`config.mk`:
```
export PLATFORM = sky130hd
export DESIGN_NAME = fsm_adc_nch
export DESIGN_NICKNAME = d
export VERILOG_FILES = /design/src/rtl/fsm_adc_pkg.sv /design/src/rtl/adc_ch_next.sv /design/src/rtl/fsm_adc_nch.sv
export SDC_FILE = /design/constraint.sdc
export NUM_CORES = 1
export LEC_CHECK = 0
export ABC_CLOCK_PERIOD_IN_PS = 3900
export BUFFER_PORTS_ARGS = -buffer_cell sky130_fd_sc_hd__clkbuf_2
export CAP_MARGIN = 20
export CORE_MARGIN = 3
export CORE_UTILIZATION = 55
export CTS_CLUSTER_SIZE = 16
export DETAILED_ROUTE_END_ITERATION = 10
export MAX_ROUTING_LAYER = met4
export PLACE_DENSITY = 0.84
export SYNTH_ARGS = -nofsm -noshare
export SYNTH_HDL_FRONTEND = slang
export SYNTH_SLANG_ARGS = --single-unit
```
`constraint.sdc`:
```
create_clock -name clk_i -period 3.9 [get_ports clk_i]
set_clock_uncertainty 0.2 [all_clocks]
set_input_delay 0 -clock clk_i [delete_from_list [all_inputs] [get_ports clk_i]]
set_output_delay 0 -clock clk_i [all_outputs]
set_load 0.01 [all_outputs]
```
`src/rtl/fsm_adc_pkg.sv`:
```
// Shared types and width helpers for the multi-channel ADC scan sequencer.
package fsm_adc_pkg;

    typedef enum logic [1:0] {
        ST_IDLE  = 2'd0,
        ST_START = 2'd1,
        ST_WAIT  = 2'd2,
        ST_HOLD  = 2'd3
    } state_t;

    // Channel index width; a single channel bit is kept even for NCH <= 2.
    function automatic int cw_f(input int n);
        return (n <= 2) ? 1 : $clog2(n);
    endfunction

    function automatic int cnt_w_f(input int tmo);
        return (tmo < 1) ? 1 : $clog2(tmo + 1);
    endfunction

endpackage

```
`src/rtl/adc_ch_next.sv`:
```
// Combinational search over an enable mask: next enabled channel above ch,
// whether ch is the last enabled one, and the lowest enabled channel.
module adc_ch_next
    import fsm_adc_pkg::*;
#(
    parameter int NCH = 4,
    parameter int CW  = cw_f(NCH)
) (
    input  logic [NCH-1:0] mask,
    input  logic [CW-1:0]  ch,
    output logic [CW-1:0]  nxt,
    output logic           last,
    output logic [CW-1:0]  first
);

    logic [NCH-1:0] above;

    generate
        for (genvar gi = 0; gi < NCH; gi++) begin : g_above
            assign above[gi] = mask[gi] && (CW'(gi) > ch);
        end
    endgenerate

    // Descending scan so the lowest matching index is the one that sticks.
    always_comb begin
        nxt   = '0;
        first = '0;
        for (int i = NCH - 1; i >= 0; i--) begin
            if (above[i]) nxt = CW'(i);
            if (mask[i])  first = CW'(i);
        end
    end

    assign last = ~|above;

endmodule

```
`src/rtl/fsm_adc_nch.sv`:
```
// Moore sequencer that scans enabled ADC channels: start pulse, wait for
// end-of-conversion with timeout, then a one-hot hold strobe per channel.
module fsm_adc_nch
    import fsm_adc_pkg::*;
#(
    parameter int  NCH = 4,
    parameter int  TMO = 1023,
    localparam int CW  = cw_f(NCH),
    localparam int TW  = cnt_w_f(TMO)
) (
    input  logic           clk_i,
    input  logic           rst_i,
    input  logic           stm_i,
    input  logic           eoc_i,
    input  logic [NCH-1:0] en_i,
    input  logic           cont_i,
    output logic           strc_o,
    output logic [CW-1:0]  sel_o,
    output logic [NCH-1:0] h_o,
    output logic           eos_o,
    output logic           err_o
);

    state_t         state_reg, state_next;
    logic [CW-1:0]  ch_reg, ch_next;
    logic [NCH-1:0] mask_reg, mask_next;
    logic [TW-1:0]  cnt_reg, cnt_next;
    logic           err_reg, err_next;

    logic [NCH-1:0] src_mask;
    logic [CW-1:0]  nxt_ch, first_ch;
    logic           last_ch;

    // In IDLE the search looks at the incoming mask so the first channel is
    // known on the accepting edge; otherwise it walks the captured mask.
    assign src_mask = (state_reg == ST_IDLE) ? en_i : mask_reg;

    adc_ch_next #(
        .NCH (NCH),
        .CW  (CW)
    ) u_ch_next (
        .mask  (src_mask),
        .ch    (ch_reg),
        .nxt   (nxt_ch),
        .last  (last_ch),
        .first (first_ch)
    );

    always_ff @(posedge clk_i) begin
        if (rst_i) begin
            state_reg <= ST_IDLE;
            ch_reg    <= '0;
            mask_reg  <= '0;
            cnt_reg   <= '0;
            err_reg   <= 1'b0;
        end else begin
            state_reg <= state_next;
            ch_reg    <= ch_next;
            mask_reg  <= mask_next;
            cnt_reg   <= cnt_next;
            err_reg   <= err_next;
        end
    end

    always_comb begin
        state_next = state_reg;
        ch_next    = ch_reg;
        mask_next  = mask_reg;
        cnt_next   = cnt_reg;
        err_next   = err_reg;
        case (state_reg)
            ST_IDLE: begin
                if (stm_i && (|en_i)) begin
                    mask_next  = en_i;
                    ch_next    = first_ch;
                    err_next   = 1'b0;
                    state_next = ST_START;
                end
            end
            ST_START: begin
                cnt_next   = '0;
                state_next = ST_WAIT;
            end
            ST_WAIT: begin
                // A conversion finishing on the timeout cycle still counts.
                if (eoc_i) begin
                    state_next = ST_HOLD;
                end else if (cnt_reg == TW'(TMO)) begin
                    err_next   = 1'b1;
                    state_next = ST_IDLE;
                end else begin
                    cnt_next = cnt_reg + TW'(1);
                end
            end
            ST_HOLD: begin
                if (!last_ch) begin
                    ch_next    = nxt_ch;
                    state_next = ST_START;
                end else if (cont_i) begin
                    ch_next    = first_ch;
                    state_next = ST_START;
                end else begin
                    state_next = ST_IDLE;
                end
            end
            default: state_next = ST_IDLE;
        endcase
    end

    always_comb begin
        strc_o = (state_reg == ST_START);
        eos_o  = (state_reg == ST_IDLE);
        sel_o  = (state_reg == ST_IDLE) ? '0 : ch_reg;
        h_o    = (state_reg == ST_HOLD) ? (NCH'(1) << ch_reg) : '0;
    end

    assign err_o = err_reg;

endmodule

```
======== Yosys cells after proc, flatten, opt, wreduce, memory -nomap -nowiden ========
Index checks and enable logic that the tools add are counted.
operators by class
  mux-type cells .......................... 28
  reduce and logical (&&, ||, !) cells .... 16
  eq/ne operators ......................... 10
  magnitude comparators ................... 4
  shifts and indexed selects .............. 1
  add/sub/neg operators ................... 1
operator list
  kind                                                                   number
  2-bit 2-to-1 mux                                                       15
  10-bit 2-to-1 mux                                                      2
  10-bit one-hot mux with 2 select lines                                 1
  10-bit by 1-bit adder with 10-bit output, second input constant        1
  10-bit equality test, second input constant                            1
  4-bit 2-to-1 mux                                                       2
  2-bit one-hot mux with 4 select lines                                  1
  4-bit OR reduction                                                     2
  2-bit != test, second input constant                                   3
  3-bit != test, second input constant                                   2
  3-bit AND reduction                                                    2
  2-bit nonzero test                                                     3
  1-bit logical AND                                                      5
  1-bit 2-to-1 mux                                                       5
  2-bit equality test, second input constant                             2
  1-bit by 2-bit > comparator with 1-bit output, first input constant    2
  2-bit > comparator, first input constant                               2
  2-bit one-hot mux with 2 select lines                                  1
  2-bit AND reduction                                                    2
  4-bit AND reduction                                                    1
  1-bit by 2-bit << shifter with 4-bit output, first input constant      1
  2-bit by 1-bit equality test with 1-bit output, second input constant  1
  2-bit logical NOT                                                      1
  2-bit by 1-bit != test with 1-bit output, second input constant        1
  1-bit one-hot mux with 2 select lines                                  1
word-level totals
  bits in registers ....................... 19
  output and inout port bits .............. 9

======== Longest topological paths before layout ========
Gate-level depths: netlist of the first run.
  depth after elaboration ................. 9
  mapped depth ............................ 8

======== Modules after synthesis ========
Synthesis of the first run repeated with hierarchy kept, for this count alone.
unflattened totals
  cells, all modules ...................... 142
  area, all modules ....................... 1121.1 µm²
by module, submodules not included
  module       area each (µm²)  cells each  sequential area each (µm²)  instances
  fsm_adc_nch  1042.2           129         380.4                       1
  adc_ch_next  78.8             13          0.0                         1

======== Worst setup path after synthesis of the first run ========
Ideal clock, no wire load.
  path kind ............................... register to register
  start point ............................. register state_reg[0]
  end point ............................... register ch_reg[1]
  arrival ................................. 1.967 ns
  buffers on the path ..................... 1
  library setup time ...................... 0.128 ns
  stages on the path, launching flop included .. 9
  required time ........................... 3.572 ns
  period minus slack after synthesis ...... 2.295 ns
  setup slack ............................. 1.605 ns
  path through ............................ dfxtp_1 inv_1 ha_1 buf_6 mux2_4 a22o_1 o41ai_4 mux2i_1 nor2_1
on the way
  cells in the longest elaborated chain, start to end .. 9
  elaborated cells on any way between the ends .. 24
  those cells by class .................... eq/ne: 3; mux: 13; reduce/logical: 8
RTL lines
  what                                                   RTL line                              source
  start: declaration                                     fsm_adc_nch.sv:24                     state_t state_reg, state_next;
  start signal: assignment                               fsm_adc_nch.sv:57                     state_reg <= state_next;
  2-bit logical NOT (*)                                  --
  named net eos_o                                        fsm_adc_nch.sv:20                     output logic eos_o,
  4-bit 2-to-1 mux                                       fsm_adc_nch.sv:36                     assign src_mask = (state_reg == ST_IDLE) ? en_i : mask_reg;
  2-bit 2-to-1 mux or 1-bit logical AND (tied branches)  adc_ch_next.sv:30, adc_ch_next.sv:20
  2-bit 2-to-1 mux (on tied branches) (3 in a row)       adc_ch_next.sv:30, adc_ch_next.sv:29
  2-bit 2-to-1 mux (on tied branches)                    fsm_adc_nch.sv:99, adc_ch_next.sv:29
  2-bit 2-to-1 mux                                       fsm_adc_nch.sv:96                     if (!last_ch) begin
  2-bit one-hot mux with 2 select lines                  fsm_adc_nch.sv:71                     case (state_reg)
  end signal: assignment                                 fsm_adc_nch.sv:58                     ch_reg <= ch_next;
  end: declaration                                       fsm_adc_nch.sv:25                     logic [CW-1:0] ch_reg, ch_next;
Mark *: on every way through the listed nets, which the timed path passes. The rest lies on a longest branch. The select of a mux whose other input is x is not followed.
A chain may end at the register's enable or synchronous reset.

======== Worst setup path in the final report of the first run ========
  start point ............................. register state_reg[1]
  end point ............................... register mask_reg[0]
on the way
  cells in the longest elaborated chain, start to end .. 2
RTL lines
  what                                  RTL line           source
  2-bit logical NOT                     fsm_adc_nch.sv:71
  2-bit AND reduction (no source line)  --
  end signal: assignment                fsm_adc_nch.sv:59  mask_reg <= mask_next;
  end: declaration                      fsm_adc_nch.sv:26  logic [NCH-1:0] mask_reg, mask_next;
No other way between the ends.

==> out/results.ini, run 1 <==
[worst_setup_path]
path_cells=inv_1 -> ha_1 -> nand3b_1 -> a32oi_1 -> dlygate4sd3_1 -> nor2_1 -> dlygate4sd3_1
r2r_slack_ns=0.80
crit_buf_inv=3
r2r-end=mask_reg[0]
crit_family=buffers and inverters
worstPathMaxFanout=21
cp-end-kind=flip-flop
cp.arrival_ns=3.10
slowest_stage=ha_1
critPathLaunchType=flip-flop
ff2ff_path_depth=7
cp.required_ns=3.90
crit_path_frequent_cell=dlygate4sd3_1
max_stage_delay_ns=0.61
regToRegStartpoint=state_reg[1]
path_class=flip-flop to flip-flop

[detailed_routing]
met3_length_um=211
vias=1323
antenna_left=0
drc=0
wl_per_cell_um=16.2
dr_wl_met2_mm=1.64
topRoutingLayerUsed=met4
viasPerCell=6.27
drt-initial-drc-count=63
wl_mm=3.42
first_pass_iters=4
met1_length_mm=1.47

[layout]
nNetsFinal=199
seq_area_um2=380
fin_area_um2=1510
area_growth_pct=22.4
diodes=0
largest_reg_flops=10
drive_gt1_share_pct=13.6
multiInputGateArea_um2=797
fillers=160

[timing]
slew_viol_final=0
period_share_pct=79.5
tns_ns=0
period_needed_ns=3.10
worst_slew_pin_slew_ns=0.709
rsz0062_at_grt=no
finalSetupViolations=0
relSlewSlack_pct=52.7
fmax_mhz=322
hold_violations=0

[synthesis]
synth_seq_cells=19
syn-num-nets=167
synth_edf_count=0
synthArstFlopShare_pct=0
synth_top_cells_by_area=dfxtp_1, nor2_1, ha_1, a21oi_1, nand3_1
ys_warn_count=0
synth_top_area_share_pct=30.9
synth_top_cell_by_area=dfxtp_1
yosys.cell_types.count=44
syn-cell-area_um2=1230
synth_ff_type=dfxtp_1
synth-seq-area-share_pct=30.9
syn_avg_cell_area_um2=8.04
netlist_instances=153

[floorplanning]
die_area_um2=2840
fp.dieH_um=53.3
fp-row-count=16
start_util_pct=60.2
pin_count=18
coreArea_um2=2040
die_x_um=53.3

[placement]
place_area_um2=1320
place_hpwl_mm=2.27
gp_congestion=0.842
portBuffers=17

[min_path]
worstHoldStart=stm_i
hold_path_depth=4
hold_end=err_o
hp-class=input pin to flip-flop

[clocking]
clock_sinks=19
htreeDepth=1
post_cts_resized=0
clockBufferDepth=2
worstSkewPairLatency_ns=0.30
cts_root_buffer=clkbuf_4
clk_pin_slew_ns=0.11
cts_tree=yes
numCtsBuffers=3

[power]
ir_worst_vdd_v=0.000388
power.density_nw_per_um2=535
leakage_nw=0.562

[global_route]
grt_pass1_wl_mm=5.66
grt_max_degree=22
grt_overflow=0
track_usage_pct=27.8
grt_pass1_vias=1206
antenna_found_initial=0

[job]
maxCapViolations=0

[outcome]
status=finished clean

timing repair:
| item | CTS | global route |
|---|---|---|
| endpoints found under the hold margin | 17 | 0 |
| setup buffers | 0 | 0 |
| hold buffers | 16 | 0 |
per-stage QoR:
| stage | hold slack [ns] | power [W] | setup WS [ns] | std cells | utilization (%) |
|---|---|---|---|---|---|
| final | 0.0611 | 0.000805 | 0.798 | 211 | 73.7 |
| after CTS | 0.0232 | 0.000794 | 0.889 | 211 | 73.7 |
| after detailed placement | 0.115 | 0.000658 | 1.11 | 191 | 64.6 |
| after floorplan | -0.0525 | 0.000578 | 1.60 | 153 | - |
| after global routing | 0.0794 | 0.000861 | 0.641 | 211 | 73.7 |
| after global placement | 0.114 | 0.000634 | 1.25 | 191 | 64.6 |
how the worst max path moves through the flow:
stage,from,slack [ns],depth (start not counted),to
detailed placement,state_reg[1],1.11,7,ch_reg[0]
CTS,state_reg[1],0.89,7,mask_reg[0]
finish,state_reg[1],0.80,7,mask_reg[0]
global route,state_reg[0],0.64,7,mask_reg[0]
global placement,state_reg[0],1.25,7,ch_reg[1]
floorplan,state_reg[0],1.60,8,ch_reg[1]
cell families (layout without fill, tap and decap cells):
group	count (synthesis)	after routing	synth area share [%]
AND/OR/NAND/NOR	67	67	26.4
multiplexers	5	5	4.68
flip-flops	19	19	30.9
buffers and inverters	12	43	4.27
XOR/XNOR	1	1	0.712
adder cells (fa/ha/maj)	5	5	5.09
AO/OA/AOI/OAI	44	44	27.9
worst min-delay path: stages:
cell and delay, ns:
clkbuf_2 0.15, nand3b_1 0.19, nor2_1 0.13, nor3_1 0.05
synth_stat cells, types with 3 or more instances:
| master | instances |
|---|---|
| nor2_1 | 20 |
| nand2b_1 | 3 |
| o31ai_1 | 4 |
| o21a_1 | 3 |
| dfxtp_1 | 19 |
| nor2b_1 | 7 |
| o21ai_0 | 3 |
| nand2_1 | 12 |
| nor4_1 | 3 |
| a21oi_1 | 11 |
| nand3_1 | 9 |
| nor3_1 | 5 |
| clkbuf_1 | 5 |
| ha_1 | 5 |
| inv_1 | 6 |
cell usage in the layout (no fill, tap or decap), drive strengths merged, types with 2 or more instances in the layout:
cell type	n
o21a	3
nand2b	3
inv	6
mux2	3
dlygate4sd3	16
o211ai	2
nand3	9
nand4	2
ha	5
o41ai	4
nor3b	2
dfxtp	19
a21oi	11
nor4	3
clkbuf	21
nor2	20
o31ai	4
nand2	12
nor3	5
mux2i	2
nor2b	7
a211oi	3
and3	2
o21ai	4
a32oi	2
a311oi	2
layer usage:
metal  vias to the layer above  track usage, %
li1                        640               -
met1                       605            32.9
met2                        65            47.8
met3                        13            3.66
met4                         0            9.79
met5                         -               -
area by class of cell:
cell class,instances,share of cell area (%)
Sequential cell,19,25.3
Tap cell,27,2.24
Clock buffer,4,1.75
Timing Repair Buffer,33,16.3
Inverter,6,1.50
Multi-Input combinational cell,122,53.0
power breakdown:
group | switching, W | internal (W) | leakage, nW
Combinational | 0.000255 | 0.000194 | 0.392
Sequential | 0.0000348 | 0.000220 | 0.154
Clock | 0.0000616 | 0.0000399 | 0.0150
Total | 0.000352 | 0.000454 | 0.562
(Power assumes the default switching activity.)
==> run 2, diff against run 1 <==
--- a/config.mk
+++ b/config.mk
@@ -5,7 +5,7 @@
 export SDC_FILE = /design/constraint.sdc
 export NUM_CORES = 1
 export LEC_CHECK = 0
-export ABC_CLOCK_PERIOD_IN_PS = 3900
+export ABC_CLOCK_PERIOD_IN_PS = 3200
 export BUFFER_PORTS_ARGS = -buffer_cell sky130_fd_sc_hd__clkbuf_2
 export CAP_MARGIN = 20
 export CORE_MARGIN = 3
==> constraint.sdc (replaced) <==
create_clock -name clk_i -period 3.2 [get_ports clk_i]
set_clock_uncertainty 0.2 [all_clocks]
set_input_delay 0 -clock clk_i [delete_from_list [all_inputs] [get_ports clk_i]]
set_output_delay 0 -clock clk_i [all_outputs]
set_load 0.01 [all_outputs]
==> run 2 against run 1 <==
Compared with the run above:
- sequential power rose by 21%
- final cell count rose by 0.95%
- sequential share of layout area fell by 0.29 points
- utilization rose by 0.86 points
- first-iteration DRC count fell by 9.5%
- wire length fell by 11%
==> out/results.ini, run 2 (synthesis gave the netlist of run 1 again) <==
[clocking]
postCtsSetupBuffers=0  ; unchanged
post_cts_resized=0  ; unchanged
worstSkewPairLatency_ns=0.31  ; was 0.30 ns
postCtsHoldBufs=17  ; was 16
clk_pin_slew_ns=0.11  ; about the same
cts_root_buffer=clkbuf_4  ; unchanged
clock_sinks=19  ; unchanged
cts_tree=yes  ; unchanged
numCtsBuffers=3  ; unchanged
clockBufferDepth=2  ; unchanged
htreeDepth=1  ; unchanged

[layout]
postLayoutCoreUtil_pct=74.6  ; was 73.7%
diodes=0  ; unchanged
drive_gt1_share_pct=14.0  ; was 13.6%
layoutNonFillerInstCount=213  ; was 211
mostFrequentLayoutCells=nor2_1, dfxtp_1, dlygate4sd3_1, clkbuf_2, nand2_1  ; was nor2_1, dfxtp_1, clkbuf_2, dlygate4sd3_1, nand2_1
fin_area_um2=1520  ; was 1510 µm²
largest_reg_flops=10  ; unchanged
fillers=157  ; was 160
area_growth_pct=23.8  ; was 22.4%
nNetsFinal=201  ; was 199
final_common_cell=nor2_1  ; unchanged

[global_route]
grt_overflow=0  ; unchanged
grt_pass1_vias=1181  ; was 1206
track_usage_pct=26.4  ; was 27.8%
grt_max_degree=21  ; was 22
grt_pass1_wl_mm=5.23  ; was 5.66 mm
antenna_found_initial=0  ; unchanged

[min_path]
hp-class=input pin to flip-flop  ; unchanged

[worst_setup_path]
cp.arrival_ns=3.01  ; was 3.10 ns
cp-end-kind=flip-flop  ; unchanged
critPathLaunchType=flip-flop  ; unchanged
worstPathMaxFanout=13  ; was 21
cp.required_ns=3.20  ; was 3.90 ns
path_class=flip-flop to flip-flop  ; unchanged

[floorplanning]
coreArea_um2=2040  ; unchanged
start_util_pct=60.2  ; unchanged
die_area_um2=2840  ; unchanged
pin_count=18  ; unchanged
fp.dieH_um=53.3  ; unchanged
fp-row-count=16  ; unchanged
die_x_um=53.3  ; unchanged

[detailed_routing]
viasPerCell=6.09  ; was 6.27
first_pass_iters=4  ; unchanged
antenna_left=0  ; unchanged
vias=1298  ; was 1323
drt-initial-drc-count=57  ; was 63
wl_mm=3.06  ; was 3.42 mm
wl_per_cell_um=14.4  ; was 16.2 µm
drc=0  ; unchanged

[placement]
place_hpwl_mm=2.11  ; was 2.27 mm
portBuffers=17  ; unchanged
place_area_um2=1330  ; was 1320 µm²
gp_congestion=0.806  ; was 0.842
place_inst=192  ; was 191

[power]
ir_worst_vdd_v=0.000507  ; was 0.000388 V
leakage_nw=0.572  ; was 0.562 nW
power.density_nw_per_um2=649  ; was 535 nW/µm²

[timing]
rsz0062_at_grt=no  ; unchanged
hold_violations=0  ; unchanged
relSlewSlack_pct=61.5  ; was 52.7%
finalSetupViolations=0  ; unchanged
period_share_pct=93.9  ; was 79.5%
period_needed_ns=3.00  ; was 3.10 ns
worst_slew_pin_slew_ns=0.572  ; was 0.709 ns
tns_ns=0  ; unchanged
slew_viol_final=0  ; unchanged
fmax_mhz=333  ; was 322 MHz
hold-worst-slack_ns=0.0229  ; was 0.0611 ns

[outcome]
status=finished clean  ; unchanged

[job]
maxCapViolations=0  ; unchanged

run 2: changes by cell type in the layout (fill, tap and decap cells not counted):
cell | before | now
buf_4 | 0 | 1
dlygate4sd3_1 | 16 | 17
run 2: per-stage QoR:
stage,total power (W),setup slack [ns]
detailed placement,0.000805,0.713
CTS,0.000983,0.278
global route,0.00106,0.0166
finish,0.000988,0.196
floorplan,0.000704,0.905
global placement,0.000787,0.804
run 2: layout make-up:
class                      count  area [µm²]  share of cell area, %
multi-input combinational    122         797                   52.3
sequential                    19         380                   25.0
timing repair buffer          35         263                   17.3
tap                           27        33.8                   2.22
clock buffer                   4        26.3                   1.73
inverter                       6        22.5                   1.48
run 2: power by group:
part	internal [W]	switching [W]	leakage [nW]
logic	0.000253	0.000302	0.402
registers	0.000268	0.0000402	0.154
clock network	0.0000488	0.0000760	0.0150
run 2: path summary, 6_finish.rpt:
kind	start	end	slack, ns	cells past startpoint
max	state_reg[0]	mask_reg[0]	0.20	8
min	stm_i	ch_reg[0]	0.02	5
max reg2reg	state_reg[0]	mask_reg[0]	0.20	8
min reg2reg	cnt_reg[9]	cnt_reg[9]	0.31	1
run 2: critical path: stages (launching register included):
cell and delay (ns):
dfxtp_1 0.37, inv_1 0.10, ha_1 0.37, buf_4 0.25, nand3b_1 0.19, a32oi_1 0.20, dlygate4sd3_1 0.59, nor2_1 0.05
dlygate4sd3_1 0.57
run 2: metal layers:
metal	global-route usage (%)	vias to the layer above	wire, µm
met5	-	-	0
li1	-	639	-
met2	39.0	54	1370
met3	6.48	18	227
met1	32.1	587	1340
met4	16.2	0	115
